$ cat src/rtl/wb_dma_pkg.sv
// Shared definitions for the Wishbone word-copy engine: register map,
// CTRL/STAT bit positions and the copy FSM state encoding.
package wb_dma_pkg;

    localparam logic [1:0] REG_SRC  = 2'd0;
    localparam logic [1:0] REG_DST  = 2'd1;
    localparam logic [1:0] REG_LEN  = 2'd2;
    localparam logic [1:0] REG_CTRL = 2'd3;

    localparam int CTRL_START    = 0;
    localparam int CTRL_DONE_CLR = 1;
    localparam int CTRL_IE       = 2;
    localparam int CTRL_ABORT    = 3;

    localparam int STAT_BUSY  = 0;
    localparam int STAT_DONE  = 1;
    localparam int STAT_IE    = 2;
    localparam int STAT_ERROR = 3;

    typedef enum logic [2:0] {
        IDLE    = 3'd0,
        RD_REQ  = 3'd1,
        RD_WAIT = 3'd2,
        WR_REQ  = 3'd3,
        WR_WAIT = 3'd4,
        FIN     = 3'd5
    } dma_state_e;

endpackage

$ cat src/rtl/wb_if.sv
// Wishbone B4 pipelined bus bundle, 32-bit data; dat_m is driven by the
// master, dat_s by the slave.
interface wb_if;
    logic [31:0] adr;
    logic [31:0] dat_m;
    logic [31:0] dat_s;
    logic        we;
    logic [3:0]  sel;
    logic        stb;
    logic        cyc;
    logic        ack;
    logic        err;
    logic        stall;

    modport master (
        output adr, dat_m, we, sel, stb, cyc,
        input  dat_s, ack, err, stall
    );

    modport slave (
        input  adr, dat_m, we, sel, stb, cyc,
        output dat_s, ack, err, stall
    );
endinterface

$ cat src/rtl/wb_dma_regs.sv
// Slave-side register file of the copy engine: SRC/DST/LEN configuration,
// CTRL command pulses and STAT readback, with a fixed one-cycle ack.
module wb_dma_regs
    import wb_dma_pkg::*;
#(
    parameter int   LEN_W      = 16,
    parameter logic IRQ_EN_RST = 1'b0
) (
    input  logic             clk,
    input  logic             rst,
    wb_if.slave              wbs,
    input  logic             busy_i,
    input  logic             lock_i,
    input  logic             done_i,
    input  logic             error_i,
    output logic [31:0]      cfg_src_o,
    output logic [31:0]      cfg_dst_o,
    output logic [LEN_W-1:0] cfg_len_o,
    output logic             start_pulse_o,
    output logic             abort_pulse_o,
    output logic             done_clr_o,
    output logic             ie_o
);

    localparam logic [31:0] LEN_MASK  = 32'((64'd1 << LEN_W) - 64'd1);
    localparam logic [31:0] ADDR_MASK = 32'hFFFF_FFFC;

    logic        acc;
    logic        wr_acc;
    logic        ctrl_wr;
    logic [1:0]  reg_sel;
    logic        ack_q;
    logic [31:0] rdata_q;
    logic [31:0] rdata_d;
    logic        ie_q;

    assign acc     = wbs.stb & wbs.cyc;
    assign wr_acc  = acc & wbs.we;
    assign reg_sel = wbs.adr[3:2];
    assign ctrl_wr = wr_acc && (reg_sel == REG_CTRL);

    // Index gi matches the register offset: 0 SRC, 1 DST, 2 LEN.
    // Configuration is frozen while the engine owns it.
    for (genvar gi = 0; gi < 3; gi++) begin : g_cfg
        localparam logic [31:0] MASK = (gi == 2) ? LEN_MASK : ADDR_MASK;
        logic [31:0] val_q;

        always_ff @(posedge clk) begin
            if (rst) begin
                val_q <= '0;
            end else if (wr_acc && !lock_i && (reg_sel == 2'(gi))) begin
                val_q <= wbs.dat_m & MASK;
            end
        end
    end

    assign cfg_src_o = g_cfg[0].val_q;
    assign cfg_dst_o = g_cfg[1].val_q;
    assign cfg_len_o = g_cfg[2].val_q[LEN_W-1:0];

    assign start_pulse_o = ctrl_wr && wbs.dat_m[CTRL_START] && !lock_i;
    assign abort_pulse_o = ctrl_wr && wbs.dat_m[CTRL_ABORT] && busy_i;
    assign done_clr_o    = ctrl_wr && wbs.dat_m[CTRL_DONE_CLR];
    assign ie_o          = ie_q;

    always_comb begin
        rdata_d = '0;
        case (reg_sel)
            REG_SRC: rdata_d = g_cfg[0].val_q;
            REG_DST: rdata_d = g_cfg[1].val_q;
            REG_LEN: rdata_d = g_cfg[2].val_q;
            default: begin
                rdata_d[STAT_BUSY]  = busy_i;
                rdata_d[STAT_DONE]  = done_i;
                rdata_d[STAT_IE]    = ie_q;
                rdata_d[STAT_ERROR] = error_i;
            end
        endcase
    end

    always_ff @(posedge clk) begin
        if (rst) begin
            ack_q   <= 1'b0;
            rdata_q <= '0;
            ie_q    <= IRQ_EN_RST;
        end else begin
            ack_q   <= acc;
            rdata_q <= (acc && !wbs.we) ? rdata_d : '0;
            if (ctrl_wr) begin
                ie_q <= wbs.dat_m[CTRL_IE];
            end
        end
    end

    assign wbs.ack   = ack_q;
    assign wbs.dat_s = rdata_q;
    assign wbs.err   = 1'b0;
    assign wbs.stall = 1'b0;

    logic unused_ok;
    assign unused_ok = &{1'b0, wbs.sel, wbs.adr[31:4], wbs.adr[1:0]};

endmodule

$ cat src/rtl/wb_dma_copy.sv
// Word-granular memory-to-memory copy engine: one Wishbone slave for
// configuration and one Wishbone master doing strict read-then-write pairs.
module wb_dma_copy
    import wb_dma_pkg::*;
#(
    parameter int   LEN_W      = 16,
    parameter logic IRQ_EN_RST = 1'b0
) (
    input  logic clk,
    input  logic rst,
    wb_if.slave  wbs,
    wb_if.master wbm,
    output logic irq
);

    dma_state_e       state_q, state_d;
    logic [31:0]      src_cnt_q, src_cnt_d;
    logic [31:0]      dst_cnt_q, dst_cnt_d;
    logic [31:0]      buf_q, buf_d;
    logic [LEN_W-1:0] rem_q, rem_d;
    logic             done_q, done_d;
    logic             error_q, error_d;
    logic             abort_q, abort_d;

    logic [31:0]      cfg_src;
    logic [31:0]      cfg_dst;
    logic [LEN_W-1:0] cfg_len;
    logic             start_pulse;
    logic             abort_pulse;
    logic             done_clr;
    logic             ie;

    logic             lock;
    logic             busy;
    logic             abort_hit;

    logic             m_cyc, m_stb, m_we;
    logic [31:0]      m_adr, m_dat;
    logic [3:0]       m_sel;

    // lock covers the FIN cycle too so a start cannot race the done update.
    assign lock      = (state_q != IDLE);
    assign busy      = lock && (state_q != FIN);
    assign abort_hit = abort_q | abort_pulse;

    wb_dma_regs #(
        .LEN_W      (LEN_W),
        .IRQ_EN_RST (IRQ_EN_RST)
    ) u_regs (
        .clk           (clk),
        .rst           (rst),
        .wbs           (wbs),
        .busy_i        (busy),
        .lock_i        (lock),
        .done_i        (done_q),
        .error_i       (error_q),
        .cfg_src_o     (cfg_src),
        .cfg_dst_o     (cfg_dst),
        .cfg_len_o     (cfg_len),
        .start_pulse_o (start_pulse),
        .abort_pulse_o (abort_pulse),
        .done_clr_o    (done_clr),
        .ie_o          (ie)
    );

    always_ff @(posedge clk) begin
        if (rst) begin
            state_q   <= IDLE;
            src_cnt_q <= '0;
            dst_cnt_q <= '0;
            buf_q     <= '0;
            rem_q     <= '0;
            done_q    <= 1'b0;
            error_q   <= 1'b0;
            abort_q   <= 1'b0;
        end else begin
            state_q   <= state_d;
            src_cnt_q <= src_cnt_d;
            dst_cnt_q <= dst_cnt_d;
            buf_q     <= buf_d;
            rem_q     <= rem_d;
            done_q    <= done_d;
            error_q   <= error_d;
            abort_q   <= abort_d;
        end
    end

    always_comb begin
        state_d   = state_q;
        src_cnt_d = src_cnt_q;
        dst_cnt_d = dst_cnt_q;
        buf_d     = buf_q;
        rem_d     = rem_q;
        done_d    = done_q;
        error_d   = error_q;
        abort_d   = abort_q | abort_pulse;
        m_cyc     = 1'b0;
        m_stb     = 1'b0;
        m_we      = 1'b0;
        m_adr     = '0;
        m_dat     = '0;
        m_sel     = 4'h0;

        if (done_clr) begin
            done_d = 1'b0;
        end

        case (state_q)
            IDLE: begin
                abort_d = 1'b0;
                if (start_pulse) begin
                    src_cnt_d = cfg_src;
                    dst_cnt_d = cfg_dst;
                    rem_d     = cfg_len;
                    done_d    = 1'b0;
                    error_d   = 1'b0;
                    state_d   = (cfg_len == '0) ? FIN : RD_REQ;
                end
            end
            RD_REQ: begin
                m_cyc = 1'b1;
                m_stb = 1'b1;
                m_adr = {src_cnt_q[31:2], 2'b00};
                m_sel = 4'hF;
                if (!wbm.stall) begin
                    state_d = RD_WAIT;
                end
            end
            RD_WAIT: begin
                m_cyc = 1'b1;
                if (wbm.err) begin
                    error_d = 1'b1;
                    state_d = FIN;
                end else if (wbm.ack) begin
                    buf_d = wbm.dat_s;
                    if (abort_hit) begin
                        error_d = 1'b1;
                        state_d = FIN;
                    end else begin
                        state_d = WR_REQ;
                    end
                end
            end
            WR_REQ: begin
                m_cyc = 1'b1;
                m_stb = 1'b1;
                m_we  = 1'b1;
                m_adr = dst_cnt_q;
                m_dat = buf_q;
                m_sel = 4'hF;
                if (!wbm.stall) begin
                    state_d = WR_WAIT;
                end
            end
            WR_WAIT: begin
                m_cyc = 1'b1;
                if (wbm.err) begin
                    error_d = 1'b1;
                    state_d = FIN;
                end else if (wbm.ack) begin
                    src_cnt_d = src_cnt_q + 32'd4;
                    dst_cnt_d = dst_cnt_q + 32'd4;
                    rem_d     = rem_q - LEN_W'(1);
                    if (abort_hit) begin
                        error_d = 1'b1;
                    end
                    state_d = (rem_q == LEN_W'(1) || abort_hit) ? FIN : RD_REQ;
                end
            end
            FIN: begin
                done_d  = 1'b1;
                abort_d = 1'b0;
                state_d = IDLE;
            end
            default: state_d = IDLE;
        endcase
    end

    assign wbm.cyc   = m_cyc;
    assign wbm.stb   = m_stb;
    assign wbm.we    = m_we;
    assign wbm.adr   = m_adr;
    assign wbm.dat_m = m_dat;
    assign wbm.sel   = m_sel;

    assign irq = done_q & ie;

endmodule

$ cat src/flat_wrapper.sv
// flat-port wrapper written by rule: the top's interface ports become plain ports
module wb_dma_copy_flat import wb_dma_pkg::*;
#(
    parameter int   LEN_W      = 16,
    parameter logic IRQ_EN_RST = 1'b0
)
  (clk, rst, irq, wbs_adr, wbs_dat_m, wbs_we, wbs_sel, wbs_stb, wbs_cyc, wbs_dat_s, wbs_ack, wbs_err, wbs_stall, wbm_adr, wbm_dat_m, wbm_we, wbm_sel, wbm_stb, wbm_cyc, wbm_dat_s, wbm_ack, wbm_err, wbm_stall);
  wb_if wbs_i ();
  wb_if wbm_i ();
  input  logic clk;
  input  logic rst;
  output logic irq;
  input wire logic [$bits(wbs_i.adr)-1:0] wbs_adr;
  input wire logic [$bits(wbs_i.dat_m)-1:0] wbs_dat_m;
  input wire logic [$bits(wbs_i.we)-1:0] wbs_we;
  input wire logic [$bits(wbs_i.sel)-1:0] wbs_sel;
  input wire logic [$bits(wbs_i.stb)-1:0] wbs_stb;
  input wire logic [$bits(wbs_i.cyc)-1:0] wbs_cyc;
  output wire logic [$bits(wbs_i.dat_s)-1:0] wbs_dat_s;
  output wire logic [$bits(wbs_i.ack)-1:0] wbs_ack;
  output wire logic [$bits(wbs_i.err)-1:0] wbs_err;
  output wire logic [$bits(wbs_i.stall)-1:0] wbs_stall;
  output wire logic [$bits(wbm_i.adr)-1:0] wbm_adr;
  output wire logic [$bits(wbm_i.dat_m)-1:0] wbm_dat_m;
  output wire logic [$bits(wbm_i.we)-1:0] wbm_we;
  output wire logic [$bits(wbm_i.sel)-1:0] wbm_sel;
  output wire logic [$bits(wbm_i.stb)-1:0] wbm_stb;
  output wire logic [$bits(wbm_i.cyc)-1:0] wbm_cyc;
  input wire logic [$bits(wbm_i.dat_s)-1:0] wbm_dat_s;
  input wire logic [$bits(wbm_i.ack)-1:0] wbm_ack;
  input wire logic [$bits(wbm_i.err)-1:0] wbm_err;
  input wire logic [$bits(wbm_i.stall)-1:0] wbm_stall;
  assign wbs_i.adr = wbs_adr;
  assign wbs_i.dat_m = wbs_dat_m;
  assign wbs_i.we = wbs_we;
  assign wbs_i.sel = wbs_sel;
  assign wbs_i.stb = wbs_stb;
  assign wbs_i.cyc = wbs_cyc;
  assign wbs_dat_s = wbs_i.dat_s;
  assign wbs_ack = wbs_i.ack;
  assign wbs_err = wbs_i.err;
  assign wbs_stall = wbs_i.stall;
  assign wbm_adr = wbm_i.adr;
  assign wbm_dat_m = wbm_i.dat_m;
  assign wbm_we = wbm_i.we;
  assign wbm_sel = wbm_i.sel;
  assign wbm_stb = wbm_i.stb;
  assign wbm_cyc = wbm_i.cyc;
  assign wbm_i.dat_s = wbm_dat_s;
  assign wbm_i.ack = wbm_ack;
  assign wbm_i.err = wbm_err;
  assign wbm_i.stall = wbm_stall;
  wb_dma_copy #(.LEN_W(LEN_W), .IRQ_EN_RST(IRQ_EN_RST)) u_core (.clk(clk), .rst(rst), .wbs(wbs_i), .wbm(wbm_i), .irq(irq));
endmodule
$ cat config.mk
export PLATFORM = sky130hd
export DESIGN_NAME = wb_dma_copy_flat
export DESIGN_NICKNAME = d
export VERILOG_FILES = /design/src/rtl/wb_dma_pkg.sv /design/src/rtl/wb_if.sv /design/src/rtl/wb_dma_regs.sv /design/src/rtl/wb_dma_copy.sv /design/src/flat_wrapper.sv
export SDC_FILE = /design/constraint.sdc
export NUM_CORES = 1
export LEC_CHECK = 0
export ABC_AREA = 0
export CORE_MARGIN = 3
export CORE_UTILIZATION = 30
export DETAILED_ROUTE_END_ITERATION = 16
export HOLD_SLACK_MARGIN = 0.02
export PLACE_DENSITY = 0.57
export SYNTH_ARGS = -nofsm -noshare
export SYNTH_HDL_FRONTEND = slang
export SYNTH_SLANG_ARGS = --single-unit
$ cat constraint.sdc
create_clock -name clk -period 2.9 [get_ports clk]
set_input_delay 0.435 -clock clk [delete_from_list [all_inputs] [get_ports clk]]
set_output_delay 0.435 -clock clk [all_outputs]
set_load 0.005 [all_outputs]
==> results of run 1 <==
-- critical path, cell delays in order (launching register included) --
cell	delay, ps
dfxtp_4	560
buf_4	400
and3_1	230
clkdlybuf4s50_1	520
-- kinds of logic (layout without fill, tap and decap cells) --
family | Yosys count | count (layout) | synth area share
AO/OA/AOI/OAI | 355 | 355 | 0.190
XOR/XNOR | 2 | 2 | 0.00156
adder cells (fa/ha/maj) | 4 | 4 | 0.00446
buffers and inverters | 142 | 287 | 0.0630
flip-flops | 224 | 224 | 0.400
multiplexers | 81 | 81 | 0.0745
other | 1 | 4 | 0.000334
AND/OR/NAND/NOR | 630 | 630 | 0.267
-- layout by cell type (no fill, tap or decap), types with 14 or more instances in the layout --
cell type / count
and3_1: 61
nand2_1: 248
buf_4: 39
clkdlybuf4s50_1: 174
nor3_1: 32
a21oi_1: 181
nor2_1: 152
nand3_1: 28
a211oi_1: 19
clkbuf_16: 27
o21ai_0: 58
dfxtp_1: 222
nand4_1: 26
mux2i_1: 79
nor4_1: 14
inv_1: 17
-- sequential cells by signal, indices dropped and copies added, names as in the netlist --
register / count
u_core.buf_q: 32
u_core.u_regs.wbs.dat_s: 32
u_core.dst_cnt_q: 30
u_core.src_cnt_q: 30
u_core.u_regs.cfg_dst_o: 30
u_core.u_regs.cfg_src_o: 30
u_core.rem_q: 16
u_core.u_regs.g_cfg.val_q: 16
u_core.state_q: 3
u_core.abort_q: 1
u_core.done_q: 1
u_core.error_q: 1
u_core.u_regs.ie_o: 1
u_core.u_regs.wbs.ack: 1
-- cells in the mapped netlist, types with 3 or more instances --
cell	count	area (um2)
nor3b_1	5	37.5
dfxtp_1	224	4480
nor2_1	152	571
a32oi_1	3	26.3
a311oi_1	10	87.6
a21oi_1	181	906
o32ai_1	8	70.1
a22oi_1	5	37.5
buf_2	34	170
a211oi_1	19	143
and2_1	10	62.6
o21ai_1	3	15.0
o31ai_1	5	37.5
nor2b_1	6	37.5
and3_1	61	382
nand3_1	28	140
buf_4	14	105
nand4_1	26	163
o21a_1	6	45.0
a21o_1	7	52.6
o211ai_1	6	45.0
a31oi_1	8	50.1
clkbuf_1	65	244
clkbuf_8	6	82.6
nand2_1	248	931
nor3_1	33	165
o21ai_0	58	290
and4_1	6	52.6
a32o_1	4	40.0
or3_1	8	50.1
nor4_1	14	87.6
nand3_2	4	40.0
o22ai_1	5	31.3
mux2i_1	79	791
nand2b_1	8	50.1
ha_1	4	50.1
inv_1	17	63.8
a221oi_1	3	26.3
-- worst paths after layout --
check	start	endpoint	slack [ps]	cells after the start
max	u_core.state_q[1]$_SDFFE_PP0P_	wbm_dat_m[11]	200	3
min	rst	u_core.buf_q[31]$_SDFFE_PP0P_	350	2
max reg2reg	u_core.state_q[1]$_SDFFE_PP0P_	u_core.u_regs.g_cfg[2].val_q[11]$_SDFFE_PP0P_	590	7
min reg2reg	u_core.buf_q[5]$_SDFFE_PP0P_	u_core.buf_q[5]$_SDFFE_PP0P_	450	2
-- layer usage --
layer	global-route usage	vias up	part of all wire
met1	0.241	5219	0.44
li1	-	5356	-
met2	0.302	337	0.46
met5	0	-	0.00035
met3	0.0489	49	0.085
met4	0.0426	2	0.019
-- timing repair --
| action | CTS | global route |
|---|---|---|
| endpoints found under the setup margin | 21 | 33 |
| resized for setup | 1 | 2 |
| gates cloned | 0 | 0 |
| endpoints found under the hold margin | 0 | 0 |
-- final cells by class --
class	count	area [um2]	area share
Timing Repair Buffer	219	2120	0.149
Clock inverter	12	116	0.00819
Multi-Input combinational cell	1076	6060	0.426
Clock buffer	38	767	0.0540
Tap cell	468	586	0.0412
Sequential cell	224	4490	0.316
Inverter	18	67.6	0.00476
-- metrics by stage --
stage | hold WS [ps] | utilization | power [mW]
floorplan | 432 | - | 3.66
global placement | 438 | 0.362 | 3.94
detailed placement | 444 | 0.362 | 3.94
CTS | 331 | 0.386 | 7.34
global route | 358 | 0.386 | 7.54
finish | 350 | 0.386 | 7.25
-- power groups by stage --
stage | logic, mW | clock network (mW) | registers (mW)
CTS | 0.702 | 3.47 | 3.17
finish | 0.705 | 3.37 | 3.18
global placement | 0.695 | 0 | 3.24
detailed placement | 0.699 | 0 | 3.24
global route | 0.773 | 3.58 | 3.18
floorplan | 0.444 | 0 | 3.22
==> run_results.csv, run 1 <==
group,metric,value,unit
detailed_routing,dr_total_vias,11000,
logic_synthesis,synth_seq_area_share,0.400,
timing,worstMarginPinSlew,862,ps
global_route,gr-total-overflow,0,
finish,fin_cells,2055,
worst_setup_path,crit_path_start_kind,"register",
finish,antenna_cells,0,
floorplanning,dieArea,39800,um2
cts,clk_latency,540,ps
timing,clock_skew,13.2,ps
floorplanning,start_util,0.305,
timing,tns,0,ps
finish,fillers,3759,
worst_setup_path,required,2470,ps
worst_setup_path,cp-end-kind,"primary output",
timing,fin_crit,2700,ps
global_route,grt_max_degree,77,
logic_synthesis,synth-seq-cells,224,
detailed_routing,drc_errors,0,
global_route,grt_pass1_wl,58800,um
floorplanning,chipHeight,199,um
cts,clkTransAtPathRegs,60,ps
logic_synthesis,synth_area_per_cell,7.80,um2
logic_synthesis,synth_cells,1439,
detailed_routing,first_pass_iters,6,
power_and_ir_drop,power.density,510,nW/um2
detailed_routing,vias_per_cell,5.33,
place,dp.cells,2005,
place,place_ws,357,ps
cts,cts_buffers,27,
logic_synthesis,synth_edf_count,0,
detailed_routing,drt-initial-drc-count,818,
power_and_ir_drop,p_int,5.42,mW
cts,cts.path.max_buffers,3,
detailed_routing,wl_per_cell,18.3,um
timing,final.setup.worst_slack,201,ps
cts,ctsHtreeMaxLevel,1,
timing,rsz0062_at_grt,"no",
place,gp_congestion,0.872,
cts,cts_tree,"yes",
floorplanning,rows,70,
finish,design_area,14200,um2
global_route,gr-usage-all-layers,0.183,
cts,ctsHoldBuffers,0,
power_and_ir_drop,comb_power_share,0.097,
worst_setup_path,path_max_fanout,38,
finish,layout.nets,1678,
detailed_routing,drt-total-wl,37600,um
logic_synthesis,async_flop_share,0,
power_and_ir_drop,clock_power_share,0.464,
timing,drv_slew,0,
logic_synthesis,ys.flop_type,"dfxtp_1",
power_and_ir_drop,seqPwrFrac,0.438,
finish,layout-drive-gt1-share,0.0731,
logic_synthesis,synthDistinctLibCells,78,
timing,slew_headroom,0.425,
place,io_buffers,176,
worst_setup_path,criticalPathCategory,"register to primary output",
finish,synthToLayoutAreaGrowth,26.6,%
power_and_ir_drop,p_leak,4.84,nW
hold_path,hold_path.class,"input port to register",
cts,cts_setup_buffers,0,
timing,period_share,0.931,
timing,setup_viol,0,
power_and_ir_drop,peakVddDrop,430,uV
floorplanning,fp.coreArea,36800,um2
worst_setup_path,critPathArrivalTime,2260,ps
power_and_ir_drop,p_sw,1.83,mW
global_route,antenna_found_initial,1,
power_and_ir_drop,swShare,0.252,
timing,hold_violations,0,
place,dpl_cell_area,13300,um2
global_route,grt_pass1_vias,10600,
run,drv_cap,0,
detailed_routing,antenna_left,0,
logic_synthesis,synth_warnings,0,
run_status,status,"finished, final reports clean",
cts,cts-root-buf,"clkbuf_16",
floorplanning,ios,215,
floorplanning,die_w,199,um
timing,fmax,370,MHz
logic_synthesis,netlist_area,11200,um2
cts,cts_sinks,224,
place,hpwl,26100,um
(Power assumes the default switching activity.)
==> run 2: changes to the inputs <==
--- a/config.mk
+++ b/config.mk
@@ -6,6 +6,7 @@
 export NUM_CORES = 1
 export LEC_CHECK = 0
 export ABC_AREA = 0
+export CAP_MARGIN = 5
 export CORE_MARGIN = 3
 export CORE_UTILIZATION = 30
 export DETAILED_ROUTE_END_ITERATION = 16
==> constraint.sdc (replaced) <==
create_clock -name clk -period 3.34 [get_ports clk]
set_input_delay 0.501 -clock clk [delete_from_list [all_inputs] [get_ports clk]]
set_output_delay 0.501 -clock clk [all_outputs]
set_load 0.005 [all_outputs]
==> run_results.csv, run 2 (synthesis results as in run 1) <==
group,metric,value,unit
floorplanning,dieArea,39800,um2
cts,cts.path.max_buffers,3,
global_route,gr-total-overflow,0,
timing,tns,0,ps
detailed_routing,drt-initial-drc-count,837,
worst_setup_path,cp-end-kind,"primary output",
cts,clk_latency,530,ps
timing,drv_slew,0,
finish,fillers,3796,
worst_setup_path,max_stage_delay,520,ps
floorplanning,fp.coreArea,36800,um2
cts,ctsHoldBuffers,0,
timing,fmax,326,MHz
place,io_buffers,176,
hold_path,hold_path.class,"input port to register",
cts,cts_tree,"yes",
worst_setup_path,criticalPathCategory,"register to primary output",
cts,ctsHtreeMaxLevel,1,
floorplanning,die_w,199,um
global_route,antenna_found_initial,1,
detailed_routing,vias_per_cell,5.35,
worst_setup_path,cp_top_family,"buffers and inverters",
finish,final_util,0.383,
worst_setup_path,path_cells,"inv_1 -> nand2_1 -> clkinvlp_4 -> and3_1 -> clkdlybuf4s50_1",
timing,fin_crit,3070,ps
place,gp_congestion,0.854,
timing,period_share,0.918,
finish,multi_input_area,6060,um2
run_status,status,"finished, final reports clean",
finish,antenna_cells,0,
place,place_ws,658,ps
cts,cts_buffers,27,
cts,clkTransAtPathRegs,60,ps
finish,layout_common_cells,"nand2_1, dfxtp_1, a21oi_1",
detailed_routing,drt-total-wl,37200,um
detailed_routing,antenna_left,0,
timing,worstMarginPinSlew,851,ps
power_and_ir_drop,p_leak,4.74,nW
detailed_routing,wl_per_cell,18.2,um
worst_setup_path,required,2840,ps
finish,layout_commonest_cell,"nand2_1",
worst_setup_path,worst-path-buf-inv,3,
worst_setup_path,critPathArrivalTime,2570,ps
place,dp.cells,1996,
floorplanning,ios,215,
power_and_ir_drop,power.density,432,nW/um2
floorplanning,rows,70,
timing,setup_viol,0,
place,hpwl,25500,um
detailed_routing,drc_errors,0,
global_route,grt_max_degree,154,
floorplanning,chipHeight,199,um
worst_setup_path,critPathSlowestCell,"clkinvlp_4",
timing,final.setup.worst_slack,273,ps
timing,clock_skew,10.2,ps
timing,rsz0062_at_grt,"no",
worst_setup_path,crit_path_start_kind,"register",
run,drv_cap,0,
cts,cts_sinks,224,
timing,hold_violations,0,
detailed_routing,dr_total_vias,10900,
finish,regArea,4490,um2
finish,layout-drive-gt1-share,0.0635,
global_route,grt_pass1_wl,57900,um
timing,slew_headroom,0.433,
worst_setup_path,path_max_fanout,39,
timing,hold_slack,315,ps
floorplanning,start_util,0.305,
power_and_ir_drop,peakVddDrop,323,uV
global_route,grt_pass1_vias,10400,
global_route,gr-usage-all-layers,0.181,
finish,synthToLayoutAreaGrowth,25.5,%
finish,layout.nets,1669,
detailed_routing,first_pass_iters,5,
cts,cts_setup_buffers,0,
finish,fin_cells,2043,
cts,cts-root-buf,"clkbuf_16",
run 2: changes by cell type in the layout (fill, tap and decap cells not counted), sizes merged:
cell,change
bufinv,-2
clkinvlp,+1
clkinv,-4
inv,-2
buf,-9
clkbuf,+4
run 2: per-layer routing:
metal  vias to the layer above  track usage  wire length, um
met5                         -            0               13
met4                         2       0.0434              789
met3                        53       0.0454             3010
met2                       354        0.295            17000
met1                      5190        0.241            16400
li1                       5329            -                -
run 2: power breakdown:
part	switching (mW)	internal, mW
Combinational	0.367	0.244
Clock	1.12	1.59
Sequential	0.0440	2.71
Total	1.53	4.55
run 2: per-stage QoR:
stage	power (mW)	cell area (um2)
3_5_place_dp	3.42	13300
5_1_grt	6.32	14100
3_3_place_gp	3.42	13300
2_1_floorplan	3.18	11200
6_report	6.08	14100
4_1_cts	6.15	14100
run 2: final cells by class:
type,instances,area share
multi-input cells,1076,0.430
flip-flops and latches,224,0.318
clock buffers,42,0.0555
inverters,18,0.00506
well taps,468,0.0416
repair buffers,210,0.147
clock inverters,5,0.00222
run 2: repair_timing:
item / in CTS / in global routing
hold endpoints to repair: 0 / 0
gates resized for setup: 0 / 1
endpoints found under the setup margin: 0 / 33
run 2: final timing paths:
kind         slack [ps]  depth (start not counted)                            from                               end
max                 270                          5  u_core.state_q[2]$_SDFFE_PP0P_                      wbm_dat_m[2]
min                 320                          2                             rst  u_core.u_regs.wbs.ack$_SDFF_PP0_
max reg2reg         950                          7  u_core.state_q[2]$_SDFFE_PP0P_    u_core.state_q[2]$_SDFFE_PP0P_
min reg2reg         450                          2    u_core.buf_q[2]$_SDFFE_PP0P_      u_core.buf_q[2]$_SDFFE_PP0P_
==> run 3: changes to the inputs <==
--- a/config.mk
+++ b/config.mk
@@ -7,7 +7,7 @@
 export LEC_CHECK = 0
 export ABC_AREA = 0
 export CAP_MARGIN = 5
-export CORE_MARGIN = 3
+export CORE_MARGIN = 4
 export CORE_UTILIZATION = 30
 export DETAILED_ROUTE_END_ITERATION = 16
 export HOLD_SLACK_MARGIN = 0.02
==> run_results.csv, run 3 (synthesis results as in run 1) <==
group,metric,value,unit
worst_setup_path,required,2840,ps
cts,cts-root-buf,"clkbuf_16",
floorplanning,ios,215,
worst_setup_path,criticalPathCategory,"register to primary output",
run_status,status,"finished, final reports clean",
timing,setup_viol,0,
detailed_routing,drt-total-wl,38100,um
detailed_routing,first_pass_iters,5,
power_and_ir_drop,power.density,449,nW/um2
global_route,gr-usage-all-layers,0.178,
floorplanning,fp.coreArea,36800,um2
cts,ctsHoldBuffers,0,
timing,hold_violations,0,
place,gp_congestion,0.847,
timing,clock_skew,24.7,ps
run,drv_cap,0,
worst_setup_path,r2r_setup_slack,800,ps
cts,cts.path.max_buffers,3,
worst_setup_path,setup.worst_path.start,"u_core.state_q[1]$_SDFFE_PP0P_",
floorplanning,start_util,0.305,
floorplanning,die_w,201,um
hold_path,hold_path.class,"input port to register",
finish,layout_common_cells,"nand2_1, dfxtp_1, a21oi_1",
power_and_ir_drop,peakVddDrop,379,uV
timing,period_share,0.956,
global_route,grt_pass1_vias,10500,
place,io_buffers,176,
detailed_routing,dr_total_vias,11000,
timing,fin_crit,3190,ps
worst_setup_path,max_stage_delay,830,ps
cts,cts_sinks,224,
detailed_routing,drc_errors,0,
global_route,gr-total-overflow,0,
detailed_routing,wl_per_cell,18.6,um
place,dp.cells,1999,
global_route,antenna_found_initial,0,
cts,clkTransAtPathRegs,60,ps
place,hpwl,26000,um
detailed_routing,drt-initial-drc-count,797,
worst_setup_path,worst-path-buf-inv,2,
worst_setup_path,cp_top_family,"buffers and inverters",
global_route,grt_max_degree,69,
worst_setup_path,critPathArrivalTime,2690,ps
cts,cts_setup_buffers,0,
worst_setup_path,cp-end-kind,"primary output",
cts,ctsHtreeMaxLevel,1,
power_and_ir_drop,p_leak,4.81,nW
global_route,grt_pass1_wl,59900,um
timing,slew_headroom,0.358,
floorplanning,dieArea,40600,um2
cts,cts_buffers,27,
timing,worstMarginPinSlew,956,ps
detailed_routing,vias_per_cell,5.39,
finish,layout_commonest_cell,"nand2_1",
finish,fin_cells,2049,
worst_setup_path,crit_path_start_kind,"register",
finish,regArea,4490,um2
hold_path,hold_start,"rst",
cts,clk_latency,540,ps
worst_setup_path,path_max_fanout,26,
finish,antenna_cells,0,
finish,fillers,3821,
timing,drv_slew,0,
finish,synthToLayoutAreaGrowth,26.2,%
finish,layout-drive-gt1-share,0.0715,
cts,cts_resized,0,
timing,tns,0,ps
finish,layout.nets,1672,
floorplanning,chipHeight,201,um
finish,multi_input_area,6060,um2
worst_setup_path,critPathSlowestCell,"dfxtp_2",
timing,rsz0062_at_grt,"no",
timing,fmax,313,MHz
cts,cts_tree,"yes",
worst_setup_path,path_cells,"buf_4 -> mux2i_1 -> nor2_1 -> clkdlybuf4s50_1",
detailed_routing,antenna_left,0,
floorplanning,rows,70,
worst_setup_path,reg2reg_from,"u_core.state_q[1]$_SDFFE_PP0P_",
[run 3: cell types whose count changed in the layout (fill, tap and decap cells not counted)]
cell	delta
buf_12	-3
buf_4	+6
bufinv_16	+2
clkbuf_1	-8
clkbuf_8	+2
clkinv_2	+5
inv_1	+1
inv_6	+1
[run 3: per-stage QoR]
stage | utilization | hold WS, ps | power, mW | area, um2 | worst slack (ps)
final | 0.385 | 409 | 6.36 | 14200 | 146
after global routing | 0.385 | 423 | 6.61 | 14200 | 30.1
after CTS | 0.385 | 396 | 6.43 | 14200 | 160
after detailed placement | 0.360 | 442 | 3.42 | 13300 | 607
after global placement | 0.360 | 439 | 3.41 | 13300 | 685
after floorplan | - | 432 | 3.18 | 11200 | 1570
[run 3: final timing paths]
kind,depth (start not counted),endpoint
worst min register to register,2,u_core.buf_q[0]$_SDFFE_PP0P_
worst max-delay path,4,wbm_adr[4]
worst min-delay path,2,u_core.u_regs.wbs.ack$_SDFF_PP0_
worst max register to register,6,u_core.dst_cnt_q[7]$_SDFFE_PP0P_
[run 3: layout make-up]
| class | instances | area share |
|---|---|---|
| Multi-Input combinational cell | 1076 | 0.427 |
| Sequential cell | 224 | 0.317 |
| Timing Repair Buffer | 213 | 0.145 |
| Clock buffer | 36 | 0.0550 |
| Tap cell | 468 | 0.0413 |
| Clock inverter | 14 | 0.00936 |
| Inverter | 18 | 0.00477 |
[run 3: metal layers]
layer / track usage / share of wire
met1: 0.241 / 0.45
met2: 0.289 / 0.46
met3: 0.0454 / 0.079
met4: 0.0369 / 0.017
met5: 0 / 0
[run 3: worst register-to-register path: cells and delay by family (launching register included)]
| family | cells | cell delay, ps |
|---|---|---|
| AO/OA/AOI/OAI | 2 | 320 |
| buffers and inverters | 1 | 330 |
| flip-flops | 1 | 830 |
| AND/OR/NAND/NOR | 3 | 920 |
[run 3: power by group]
part / internal, mW / leakage [nW] / switching, mW
registers: 2.71 / 1.81 / 0.0557
clock network: 1.79 / 0.454 / 1.21
logic: 0.240 / 2.55 / 0.358
==> RTL change: new RTL, config.mk and constraints of run 1 <==
`IRQ_EN_RST` is set to 1'b0 in 3 places; all go to 1'b1.
--- a/src/rtl/wb_dma_regs.sv
+++ b/src/rtl/wb_dma_regs.sv
@@ -4,7 +4,7 @@
     import wb_dma_pkg::*;
 #(
     parameter int   LEN_W      = 16,
-    parameter logic IRQ_EN_RST = 1'b0
+    parameter logic IRQ_EN_RST = 1'b1
 ) (
     input  logic             clk,
     input  logic             rst,
--- a/src/rtl/wb_dma_copy.sv
+++ b/src/rtl/wb_dma_copy.sv
@@ -4,7 +4,7 @@
     import wb_dma_pkg::*;
 #(
     parameter int   LEN_W      = 16,
-    parameter logic IRQ_EN_RST = 1'b0
+    parameter logic IRQ_EN_RST = 1'b1
 ) (
     input  logic clk,
     input  logic rst,
--- a/src/flat_wrapper.sv
+++ b/src/flat_wrapper.sv
@@ -2,7 +2,7 @@
 module wb_dma_copy_flat import wb_dma_pkg::*;
 #(
     parameter int   LEN_W      = 16,
-    parameter logic IRQ_EN_RST = 1'b0
+    parameter logic IRQ_EN_RST = 1'b1
 )
   (clk, rst, irq, wbs_adr, wbs_dat_m, wbs_we, wbs_sel, wbs_stb, wbs_cyc, wbs_dat_s, wbs_ack, wbs_err, wbs_stall, wbm_adr, wbm_dat_m, wbm_we, wbm_sel, wbm_stb, wbm_cyc, wbm_dat_s, wbm_ack, wbm_err, wbm_stall);
   wb_if wbs_i ();
Function: changed (Yosys sat finds a counterexample within 4 cycles, from zero or initial values and one cycle with rst high).
==> RTL change against run 1 <==
  * Worst hold slack improved by 82 ps
  * Setup slack got worse by 32 ps
  * Register-to-register slack got worse by 40 ps
  * Routed wire length rose by 1.8%
  * Design area rose by 1.0%
  * Non-clock buffer count rose by 3
  * Sequential cell count did not move
  * Via count rose by 0.89%
  * Maximum frequency fell by 1.2%
  * Area after synthesis rose by 0.31%
  * Clock skew rose by 8.6 ps
  * Total power rose by 1.8%
  * Utilization rose by 0.40 points
==> RTL change: results (changes against run 1) <==
status completed; worst-skew pair later-pin latency 550 ps; post-place setup slack 383 ps (+26.6 ps); Reg-to-Reg End u_core.dst_cnt_q[15]; clk_skew 21.8 ps (+8.62 ps); Syn Area/Cell 7.82 sq um (+0.24%); initial antenna violation count 1 (unchanged); vias per inst 5.38 (+0.80%); nets 1682 (+0.24%); largest net degree at the start of global routing 183 (+140%); share of post-route cells with drive strength above 1 7.74% (+0.43 points); first-pass GRT wire length 59600 um (+1.3%); slew margin rel. 38.4% (-4.1 points); Num CTS Buffers 27 (unchanged); worst reg-to-reg setup slack 550 ps (-40 ps); worst path arrival time 2300 ps (+40 ps); Placed Cells 2008 (+0.15%); Adder-Cell Fraction of Synth Area 0.445% (-0.0014 points); multiplexer area fraction after synthesis 7.42% (-0.023 points); IO Port Bufs 176 (unchanged); initial drt markers 917 (+12%); gr usage total 18.7% (+0.38 points); Synth Flop Type dfxtp_1; sequential area share after synthesis 39.8% (-0.12 points); Max IR drop VDD 411 uV (-4.4%); Synth async-reset ratio 0% (unchanged); routability cong. 0.841 (-3.6%); final std cells w/o fill 2057 (+0.097%); Reg2Reg Depth 5 (-2); Hold Crit Class input pin to flop; Synth Area in Compound Gates 19.1% (+0.12 points); First-pass DRT Iterations 5 (-1); termination of the worst setup path wbm_dat_m[10]; Synth area leaders dfxtp_1 (40%), nand2_1 (8.3%), a21oi_1 (7.9%); Layout fillers 3772 (+0.35%); wire length per cell 18.6 um (+1.7%); Setup WS post-layout 168 ps (-32.5 ps); distinct cell type count after synthesis 77 (-1.3%); PD cells 514 nW/um^2 (+0.76%); P_leak 4.91 nW (+1.5%); WHS 433 ps (+82.5 ps); post-DP HPWL 26000 um (-0.13%); Max FO, Critical Path 25 (-34%); vias in the first global route 10553 (+0.0095%); XOR/XNOR share of the synthesized area 0.156% (-0.00049 points); Post-DP Area 13400 sq um (+0.81%); commonest cells in the netlist nand2_1 (248), dfxtp_1 (224), a21oi_1 (178), nor2_1 (152), mux2i_1 (79)
RTL change: how the worst min path moves through the flow:
stage	startpoint	cells past startpoint	endpoint
floorplan	u_core.buf_q[19]	2	u_core.buf_q[19]
detailed placement	u_core.buf_q[28]	2	u_core.buf_q[28]
finish	rst	3	u_core.u_regs.ie_o
CTS	wbm_dat_s[15]	3	u_core.buf_q[15]
global placement	u_core.buf_q[20]	2	u_core.buf_q[20]
global route	wbm_dat_s[10]	3	u_core.buf_q[10]
RTL change: routing by layer:
metal  routed length [um]  global-route usage [%]  up-vias  share of wire [%]
li1                     -                       -     5353                  -
met1                16600                    25.0     5248                 43
met2                17700                    30.3      400                 46
met3                 3000                    4.67       58                7.8
met4                  969                    4.81        2                2.5
met5                   13                       0        -              0.034
RTL change: timing repair:
action / 4_1_cts / 5_1_grt
endpoints found under the setup margin: 25 / 33
pin swaps: 0 / 0
hold buffers: 0 / 0
buffers inserted: 1 / 0
cloned: 0 / 0
endpoints found under the hold margin: 0 / 0
gates resized for setup: 0 / 2
RTL change: worst max-delay path, cell delays in order, from the launching register on:
cell	delay, ps
dfxtp_4	690
buf_4	350
and3_1	200
clkdlybuf4s50_1	510
RTL change: final cells by class:
| type | count | area share [%] |
|---|---|---|
| clock inverter | 8 | 0.715 |
| clock buffer | 40 | 5.61 |
| tap | 468 | 4.08 |
| sequential | 224 | 31.3 |
| multi-input combinational | 1077 | 42.7 |
| timing repair buffer | 222 | 15.2 |
| inverter | 18 | 0.488 |
RTL change: report_power, final:
group / switching, mW / internal [mW] / leakage [nW]
sequential: 0.0568 / 3.12 / 1.81
combinational: 0.435 / 0.297 / 2.66
clock: 1.38 / 2.09 / 0.441
total: 1.87 / 5.51 / 4.91
